==> config.mk <==
export PLATFORM = sky130hd
export DESIGN_NAME = stepdir_conditioner
export DESIGN_NICKNAME = d
export VERILOG_FILES = /design/src/rtl/stepdir_pkg.sv /design/src/rtl/stepdir_timer.sv /design/src/rtl/stepdir_conditioner.sv
export SDC_FILE = /design/constraint.sdc
export NUM_CORES = 1
export LEC_CHECK = 0
export CAP_MARGIN = 25
export CELL_PAD_IN_SITES_DETAIL_PLACEMENT = 0
export CELL_PAD_IN_SITES_GLOBAL_PLACEMENT = 1
export CORE_MARGIN = 4
export CORE_UTILIZATION = 50
export CTS_BUF_LIST = sky130_fd_sc_hd__clkbuf_4
export DETAILED_ROUTE_END_ITERATION = 6
export PLACE_DENSITY_LB_ADDON = 0.1
export SLEW_MARGIN = 5
export SYNTH_ARGS = -nofsm -noshare
export SYNTH_HDL_FRONTEND = slang
export SYNTH_HIERARCHICAL = 1
export SYNTH_SLANG_ARGS = --single-unit
export TNS_END_PERCENT = 1
==> constraint.sdc <==
create_clock -name clk -period 11.1 [get_ports clk]
set_input_delay 1.11 -clock clk [delete_from_list [all_inputs] [get_ports clk]]
set_output_delay 1.11 -clock clk [all_outputs]
set_load 0.05 [all_outputs]
==> src/rtl/stepdir_pkg.sv <==
// Purpose : shared types and helpers for the step/direction conditioner.
// Latency : n/a (package only).
// Backpressure: n/a (package only).
package stepdir_pkg;

    localparam int CNT_W_DEF = 16;

    typedef enum logic [1:0] {
        IDLE  = 2'd0,
        SETUP = 2'd1,
        HIGH  = 2'd2,
        LOW   = 2'd3
    } state_e;

    // One buffered step request waiting for the pulse engine.
    typedef struct packed {
        logic vld;
        logic dir;
    } slot_t;

    // Largest of two cycle counts, never below one: a zero-length timed
    // state would otherwise underflow the down-counter load value.
    function automatic int max_cycles(input int a, input int b);
        int m;
        m = (a > b) ? a : b;
        return (m < 1) ? 1 : m;
    endfunction

    // Position increment for one emitted pulse: forward +1, reverse -1.
    function automatic logic signed [31:0] step_delta(input logic fwd);
        return fwd ? 32'sd1 : -32'sd1;
    endfunction

endpackage

==> src/rtl/stepdir_timer.sv <==
// Purpose : shared down-counter timing every timed state of the conditioner.
// Latency : load takes effect next cycle; done is high while the count is zero.
// Backpressure: none; a load always wins over counting.
// Ports   : clk, rst_n, load (restart), load_val (cycles-1), done (count == 0).
module stepdir_timer
    import stepdir_pkg::*;
#(
    parameter int CNT_W = CNT_W_DEF
) (
    input  logic             clk,
    input  logic             rst_n,
    input  logic             load,
    input  logic [CNT_W-1:0] load_val,
    output logic             done
);

    logic [CNT_W-1:0] cnt_q;
    logic [CNT_W-1:0] cnt_d;

    always_comb begin
        cnt_d = cnt_q;
        if (load) begin
            cnt_d = load_val;
        end else if (cnt_q != '0) begin
            cnt_d = cnt_q - CNT_W'(1);
        end
    end

    always_ff @(posedge clk or negedge rst_n) begin
        if (!rst_n) begin
            cnt_q <= '0;
        end else begin
            cnt_q <= cnt_d;
        end
    end

    assign done = (cnt_q == '0);

endmodule

==> src/rtl/stepdir_conditioner.sv <==
// Purpose : turns raw step edges into driver-legal STP/DIR pulses with position count.
// Latency : STP rises 1 cycle after capture; DIR_SETUP_CYCLES more on a reversal.
// Backpressure: one pending step buffered; further requests dropped and flagged by overrun.
// Ports   : clk, rst_n, jointEnable, stepIn, dirIn -> STP, DIR, jointFeedback (signed
//           emitted pulse count), overrun (sticky dropped-request flag).
module stepdir_conditioner
    import stepdir_pkg::*;
#(
    parameter int DIR_SETUP_CYCLES = 50,
    parameter int STEP_HIGH_CYCLES = 100,
    parameter int STEP_LOW_CYCLES  = 100,
    parameter int DIR_HOLD_CYCLES  = 50,
    parameter int CNT_W            = CNT_W_DEF
) (
    input  logic               clk,
    input  logic               rst_n,
    input  logic               jointEnable,
    input  logic               stepIn,
    input  logic               dirIn,
    output logic               STP,
    output logic               DIR,
    output logic signed [31:0] jointFeedback,
    output logic               overrun
);

    // Counter load values are length-1: the timer sits on each value for one
    // cycle and the state exits on the cycle it reads zero.
    localparam logic [CNT_W-1:0] SETUP_LD =
        CNT_W'(max_cycles(DIR_SETUP_CYCLES, DIR_SETUP_CYCLES) - 1);
    localparam logic [CNT_W-1:0] HIGH_LD =
        CNT_W'(max_cycles(STEP_HIGH_CYCLES, STEP_HIGH_CYCLES) - 1);
    // The low phase doubles as the DIR hold window, so it covers both.
    localparam logic [CNT_W-1:0] LOW_LD =
        CNT_W'(max_cycles(STEP_LOW_CYCLES, DIR_HOLD_CYCLES) - 1);

    logic               step_in_q, step_in_d;
    slot_t              slot_q, slot_d;
    logic               overrun_q, overrun_d;
    state_e             state_q, state_d;
    logic               stp_q, stp_d;
    logic               dir_q, dir_d;
    logic signed [31:0] fb_q, fb_d;

    logic               step_req;
    logic               consume;
    logic               tmr_load;
    logic [CNT_W-1:0]   tmr_val;
    logic               tmr_done;

    assign step_req = stepIn & ~step_in_q;
    // A disabled joint never starts a new pulse; the slot is flushed instead.
    assign consume  = (state_q == IDLE) & slot_q.vld & jointEnable;

    // Pending slot and overrun bookkeeping.
    always_comb begin
        step_in_d = stepIn;
        slot_d    = slot_q;
        overrun_d = overrun_q;
        if (!jointEnable) begin
            slot_d    = '0;
            overrun_d = 1'b0;
        end else begin
            if (consume) begin
                slot_d.vld = 1'b0;
            end
            if (step_req) begin
                // Refilling the slot in the cycle it drains is not an overrun.
                if (slot_q.vld && !consume) begin
                    overrun_d = 1'b1;
                end else begin
                    slot_d = '{vld: 1'b1, dir: dirIn};
                end
            end
        end
    end

    // Pulse engine.
    always_comb begin
        state_d  = state_q;
        stp_d    = stp_q;
        dir_d    = dir_q;
        fb_d     = fb_q;
        tmr_load = 1'b0;
        tmr_val  = '0;
        unique case (state_q)
            IDLE: begin
                if (consume) begin
                    if (slot_q.dir != dir_q) begin
                        // DIR only ever moves here, so setup and hold are
                        // guaranteed by the SETUP and LOW phases around it.
                        dir_d    = slot_q.dir;
                        state_d  = SETUP;
                        tmr_load = 1'b1;
                        tmr_val  = SETUP_LD;
                    end else begin
                        stp_d    = 1'b1;
                        fb_d     = fb_q + step_delta(slot_q.dir);
                        state_d  = HIGH;
                        tmr_load = 1'b1;
                        tmr_val  = HIGH_LD;
                    end
                end
            end
            SETUP: begin
                if (tmr_done) begin
                    stp_d    = 1'b1;
                    fb_d     = fb_q + step_delta(dir_q);
                    state_d  = HIGH;
                    tmr_load = 1'b1;
                    tmr_val  = HIGH_LD;
                end
            end
            HIGH: begin
                if (tmr_done) begin
                    stp_d    = 1'b0;
                    state_d  = LOW;
                    tmr_load = 1'b1;
                    tmr_val  = LOW_LD;
                end
            end
            LOW: begin
                if (tmr_done) begin
                    state_d = IDLE;
                end
            end
            default: begin
                state_d = IDLE;
            end
        endcase
    end

    always_ff @(posedge clk or negedge rst_n) begin
        if (!rst_n) begin
            step_in_q <= 1'b0;
            slot_q    <= '0;
            overrun_q <= 1'b0;
            state_q   <= IDLE;
            stp_q     <= 1'b0;
            dir_q     <= 1'b0;
            fb_q      <= '0;
        end else begin
            step_in_q <= step_in_d;
            slot_q    <= slot_d;
            overrun_q <= overrun_d;
            state_q   <= state_d;
            stp_q     <= stp_d;
            dir_q     <= dir_d;
            fb_q      <= fb_d;
        end
    end

    stepdir_timer #(
        .CNT_W(CNT_W)
    ) u_timer (
        .clk     (clk),
        .rst_n   (rst_n),
        .load    (tmr_load),
        .load_val(tmr_val),
        .done    (tmr_done)
    );

    assign STP           = stp_q;
    assign DIR           = dir_q;
    assign jointFeedback = fb_q;
    assign overrun       = overrun_q;

endmodule

### Word level (Yosys, flattened, before mapping)

Cells that the tools add are included.
W data, S select, Z words.

| word-level totals | value |
|---|---|
| flip-flop bits (word level) | 56 |
| output and inout port bits | 35 |
| input port bits | 5 |

| operators by class | value |
|---|---|
| bitwise operators | 4 |
| equal/unequal tests | 12 |
| reduce and logical (&&, ||, !) cells | 15 |
| multiplexer cells | 33 |
| $add $sub $neg | 3 |

Operator list:

| cell | count |
|---|---|
| $mux W32 | 5 |
| $add A32 B32 Y32 | 2 |
| $pmux W32 S2 | 1 |
| $mux W16 | 2 |
| $mux W7 | 3 |
| $logic_not A16 Y1 | 1 |
| $mux W2 | 8 |
| $reduce_bool A16 Y1 | 1 |
| $sub A16 B1 Y16 const B | 1 |
| $pmux W7 S2 | 1 |
| $ne A2 B2 Y1 const B | 6 |
| $mux W1 | 10 |
| $pmux W2 S4 | 1 |
| $reduce_and A4 Y1 | 2 |
| $reduce_and A5 Y1 | 1 |
| $eq A2 B2 Y1 const B | 2 |
| $ne A2 B1 Y1 const B | 2 |
| $reduce_and A2 Y1 | 2 |
| $reduce_bool A2 Y1 | 2 |
| $and A1 B1 Y1 | 3 |
| $pmux W1 S3 | 1 |
| $reduce_and A3 Y1 | 1 |
| $reduce_bool A3 Y1 | 1 |
| $eq A2 B1 Y1 const B | 1 |
| 7 further kinds | 7 |

### Depth between registers and ports, before layout

| logic depth | value |
|---|---|
| depth in word-level cells | 8 |
| mapped depth | 13 |

### By module

The synthesis kept the hierarchy.

Modules (own cells, without submodules):

| module | cells each | sequential area each (um2) | area an instance (um2) | times used |
|---|---|---|---|---|
| stepdir_conditioner | 396 | 1001.0 | 3383.2 | 1 |
| stepdir_timer | 104 | 400.4 | 1006.0 | 1 |

### Least setup slack after synthesis

OpenSTA, ideal clock, no wires.

| timing | value |
|---|---|
| kind | register to register |
| start point | reg state_q[1] |
| end point | reg fb_q[31], in the netlist jointFeedback[31] |
| arrival time | 4408 ps |
| setup time | 143 ps |
| data required time | 10957 ps |
| period minus slack after synthesis | 4551 ps |
| path slack | 6549 ps |
| stages on the path, launching flop included | 13 |
| cells stage by stage | dfrtp_1 > inv_1 > ha_1 > mux2i_1 > ha_1 > nand4_4 > or4_4 > a2bb2oi_1 > o2111a_2 > o211ai_2 > nand3_1 > nor3b_2 > xor2_1 |

| between the ends | value |
|---|---|
| word-level cells in the longest chain between the ends | 5 |

RTL lines:

| what | RTL line | source |
|---|---|---|
| start, declared | stepdir_conditioner.sv:39 | `state_e state_q, state_d;` |
| start signal, assigned | stepdir_conditioner.sv:145 | `state_q <= state_d;` |
| $logic_not A2 Y1 | stepdir_conditioner.sv:52, stepdir_conditioner.sv:85 |  |
| $and A1 B1 Y1 (2 in series) | stepdir_conditioner.sv:52 | `assign consume = (state_q == IDLE) & slot_q.vld & jointEnable;` |
| $ne A2 B2 Y1 (no line) | n/a |  |
| $reduce_and A4 Y1 (no line) | n/a |  |
| end signal, assigned | stepdir_conditioner.sv:140 | `fb_q <= '0;` |
| end signal, assigned | stepdir_conditioner.sv:148 | `fb_q <= fb_d;` |
| end, declared | stepdir_conditioner.sv:42 | `logic signed [31:0] fb_q, fb_d;` |

Several ways; a longest one is shown, not always the timed one.
A chain may end at the register's enable or synchronous reset.

### Worst setup path in the final report

| timing | value |
|---|---|
| start point | reg state_q[1] |
| end point | reg fb_q[26], in the netlist jointFeedback[26] |

The elaborated chain is that of the path after synthesis.

==> impl_metrics.csv <==
group,metric,value,unit
status,status,"completed",
hold_path,hp-class,"reg2reg",
job,max-cap-violations,0,
sta,hold_viol_final,0,
setup_path,startpoint_type,"flop",
synth,synth_cell_types,72,
setup_path,worst_path_max_delay_cell,"dfrtp_1",
cts,clock-sinks,56,
grt,grt_max_degree,62,
sta,fmax,262,MHz
synth,ys.flop_type,"dfrtp_1",
synth,yosysSeqAreaShare,0.319,
cts,clock_path_buffers,2,
floorplanning,die_area,0.0103,mm2
routing,vias,3660,
synth,synthSimpleGateAreaFrac,0.202,
synth,syn_avg_cell_area,8.78,um2
place,routabilityCongestion,0.875,
cts,clk_pin_slew,170,ps
grt,grt_usage,0.194,
place,dp_slack,7320,ps
sta,worst_pin_slew,739,ps
grt,grt_antenna_before_repair,0,
cts,clock_latency,390,ps
synth,async_reset_ff_frac,1.00,
final_layout,nNetsFinal,586,
synth,synthMuxAreaShare,0.0120,
final_layout,stdcell_area,0.00496,mm2
synth,synth.ff_latch_count,56,
routing,viasPerCell,5.67,
setup_path,crit_type,"reg2reg",
floorplanning,rows,33,
synth,synth_adder_area_share,0.119,
place,dp_hpwl,6.90,mm
setup_path,worstPathCellList,"inv_1, ha_1, mux2i_4, buf_4, inv_1, fa_1, nor2b_1, o31a_1, o21bai_1, a211oi_1, o21ai_0, and2_1, o2111a_1, a221o_1",
sta,fin_ws,7280,ps
routing,ant_nets,0,
floorplanning,fp.dieW,102,um
setup_path,crit_top_cell,"inv_1",
floorplanning,core_region_area,0.00838,mm2
final_layout,n_antenna_cell,0,
synth,synth-edff-count,0,
sta,holdWs,492,ps
sta,fin_crit_sh,0.344,
sta,fin_setup_tns,0,ps
grt,grt_overflow,0,
sta,max_slew_margin,0.507,
synth,syn_area,0.00439,mm2
cts,postCtsSetupBuffers,0,
sta,setup_viol,0,
routing,routedWlPerCell,14.5,um
cts,cts_made_buffers,5,
final_layout,area_growth,13.1,%
floorplanning,start_util,0.524,
synth,synth_top_family_by_area,"compound AO/OA/AOI/OAI gates",
place,dpl-instance-area,0.00488,mm2
floorplanning,dieHeight,102,um
setup_path,crit_arrival,4110,ps
routing,drtIter0Drc,142,
final_layout,drive_gt1_frac,0.0665,
floorplanning,io_pins,40,
cts,cts_tree,"done",
synth,synthCells,500,
routing,drcViolationCount,0,
setup_path,slowest_delay,460,ps
cts,cts-root-buf,"clkbuf_4",
routing,drt-total-wl,9.39,mm
grt,grt_pass1_vias,3525,
sta,clock_skew,10.7,ps
setup_path,required,11390,ps
sta,maxSlewViolCount,0,
cts,post_cts_resized,0,
routing,dr.pass1.iters,4,
setup_path,cp_num_buf_inv,3,
setup_path,end_kind,"flop",
synth,synth_compound_area_frac,0.242,
synth,yosysWarnings,6,
grt,grt_pass1_wl,16.5,mm
place,io_buffers,39,
cts,htree_levels,2,
setup_path,crit_family,"compound AO/OA/AOI/OAI gates",
synth,synth-xor-area-share,0.0698,
sta,fin_crit,3820,ps
setup_path,critPathMaxFanout,36,
sta,rsz0062_at_grt,"false",
cts,hold_buffers,0,
## cell families after synthesis
kind of cell               count (synthesis)
AOI/OAI and AO/OA                        162
other                                      1
DFF                                       56
muxes                                      5
buffers and inverters                     32
and+or+nand+nor                          168
xor gates and xnor gates                  35
adders and majority gates                 41
## layer usage
metal  part of all wire  track usage  wire length [um]  vias to the layer above
met4             0.0093       0.0419                87                        0
met2               0.44        0.310              4150                       70
met3              0.038       0.0275               360                       10
li1                   -            -                 -                     1892
met1               0.51        0.280              4790                     1688
met5                  0            0                 0                        -
## registers in the layout (all words and copies together) (netlist names)
signal / count
step_in_q: 1
state_q: 2
slot_q: 2
jointFeedback: 32
STP: 1
DIR: 1
u_timer/cnt_q: 16
overrun: 1
## per-stage QoR
step | util | std cells
after floorplan | - | 510
after global placement | 0.583 | 638
after detailed placement | 0.583 | 638
after CTS | 0.592 | 646
after global routing | 0.592 | 646
final | 0.592 | 646
## cell usage in the layout (no fill, tap or decap), types with 2 or more instances in the layout
master,instances
nand2_1,69
and3_1,4
buf_4,5
a31oi_1,3
xor2_1,14
a221o_1,3
o21ai_0,51
mux2i_1,2
a41oi_1,2
a21oi_1,35
nor2_1,22
o31a_1,3
and2b_1,2
nand3_1,11
or2_2,2
o21bai_1,3
ha_1,40
o211a_1,6
inv_1,11
a21oi_2,2
mux2_2,2
a31o_2,3
o31ai_1,4
nand2b_1,16
nor2b_1,7
dfrtp_1,56
nand4_1,8
o211ai_1,5
nor4_2,2
nand4b_1,2
nor3_1,8
a21boi_0,2
o21a_1,5
a21o_1,17
a211oi_1,4
clkbuf_4,5
xnor2_1,21
clkdlybuf4s50_1,38
conb_1,11
## cells in the mapped netlist (3+ instances only)
library cell / instances / share of area
o31a_1: 3 / 0.0060
o211ai_1: 5 / 0.0086
a211oi_1: 4 / 0.0068
o21bai_1: 3 / 0.0051
a21o_1: 17 / 0.029
buf_4: 3 / 0.0051
nand2_1: 69 / 0.059
mux2i_1: 3 / 0.0068
o21ai_0: 51 / 0.058
buf_2: 4 / 0.0046
nor3_1: 8 / 0.0091
a31o_2: 3 / 0.0060
nand3_1: 11 / 0.013
xnor2_1: 21 / 0.042
nand4_1: 8 / 0.011
inv_1: 11 / 0.0094
a31oi_1: 3 / 0.0043
o31ai_1: 4 / 0.0068
nor2_1: 22 / 0.019
clkbuf_1: 9 / 0.0077
a21oi_1: 36 / 0.041
xor2_1: 14 / 0.028
nor2b_1: 7 / 0.010
o211a_1: 6 / 0.014
nand2b_1: 16 / 0.023
ha_1: 40 / 0.11
o21a_1: 5 / 0.0086
a221o_1: 3 / 0.0068
dfrtp_1: 56 / 0.32
and3_1: 4 / 0.0057
## path summary, 6_finish.rpt
check / slack [ps] / start / cells past startpoint / to
worst max-delay path: 7280 / state_q[1] / 14 / jointFeedback[26]
worst min-delay path: 490 / jointFeedback[31] / 1 / jointFeedback[31]
worst max register to register: 7280 / state_q[1] / 14 / jointFeedback[26]
worst min register to register: 490 / jointFeedback[31] / 1 / jointFeedback[31]
max in group asynchronous: 9770 / rst_n / 2 / jointFeedback[16]
min in group asynchronous: 840 / rst_n / 2 / u_timer/cnt_q[14]
## area by class of cell
| type | instances | area, um2 |
|---|---|---|
| Clock buffer | 5 | 37.5 |
| Clock inverter | 3 | 42.5 |
| Fill cell | 792 | 3420 |
| Inverter | 11 | 41.3 |
| Multi-Input combinational cell | 422 | 2890 |
| Sequential cell | 56 | 1400 |
| Tap cell | 105 | 131 |
| Timing Repair Buffer | 44 | 423 |
Power is not shown: default switching activity piles up to over one toggle a cycle in this logic, so the estimate is an artifact.
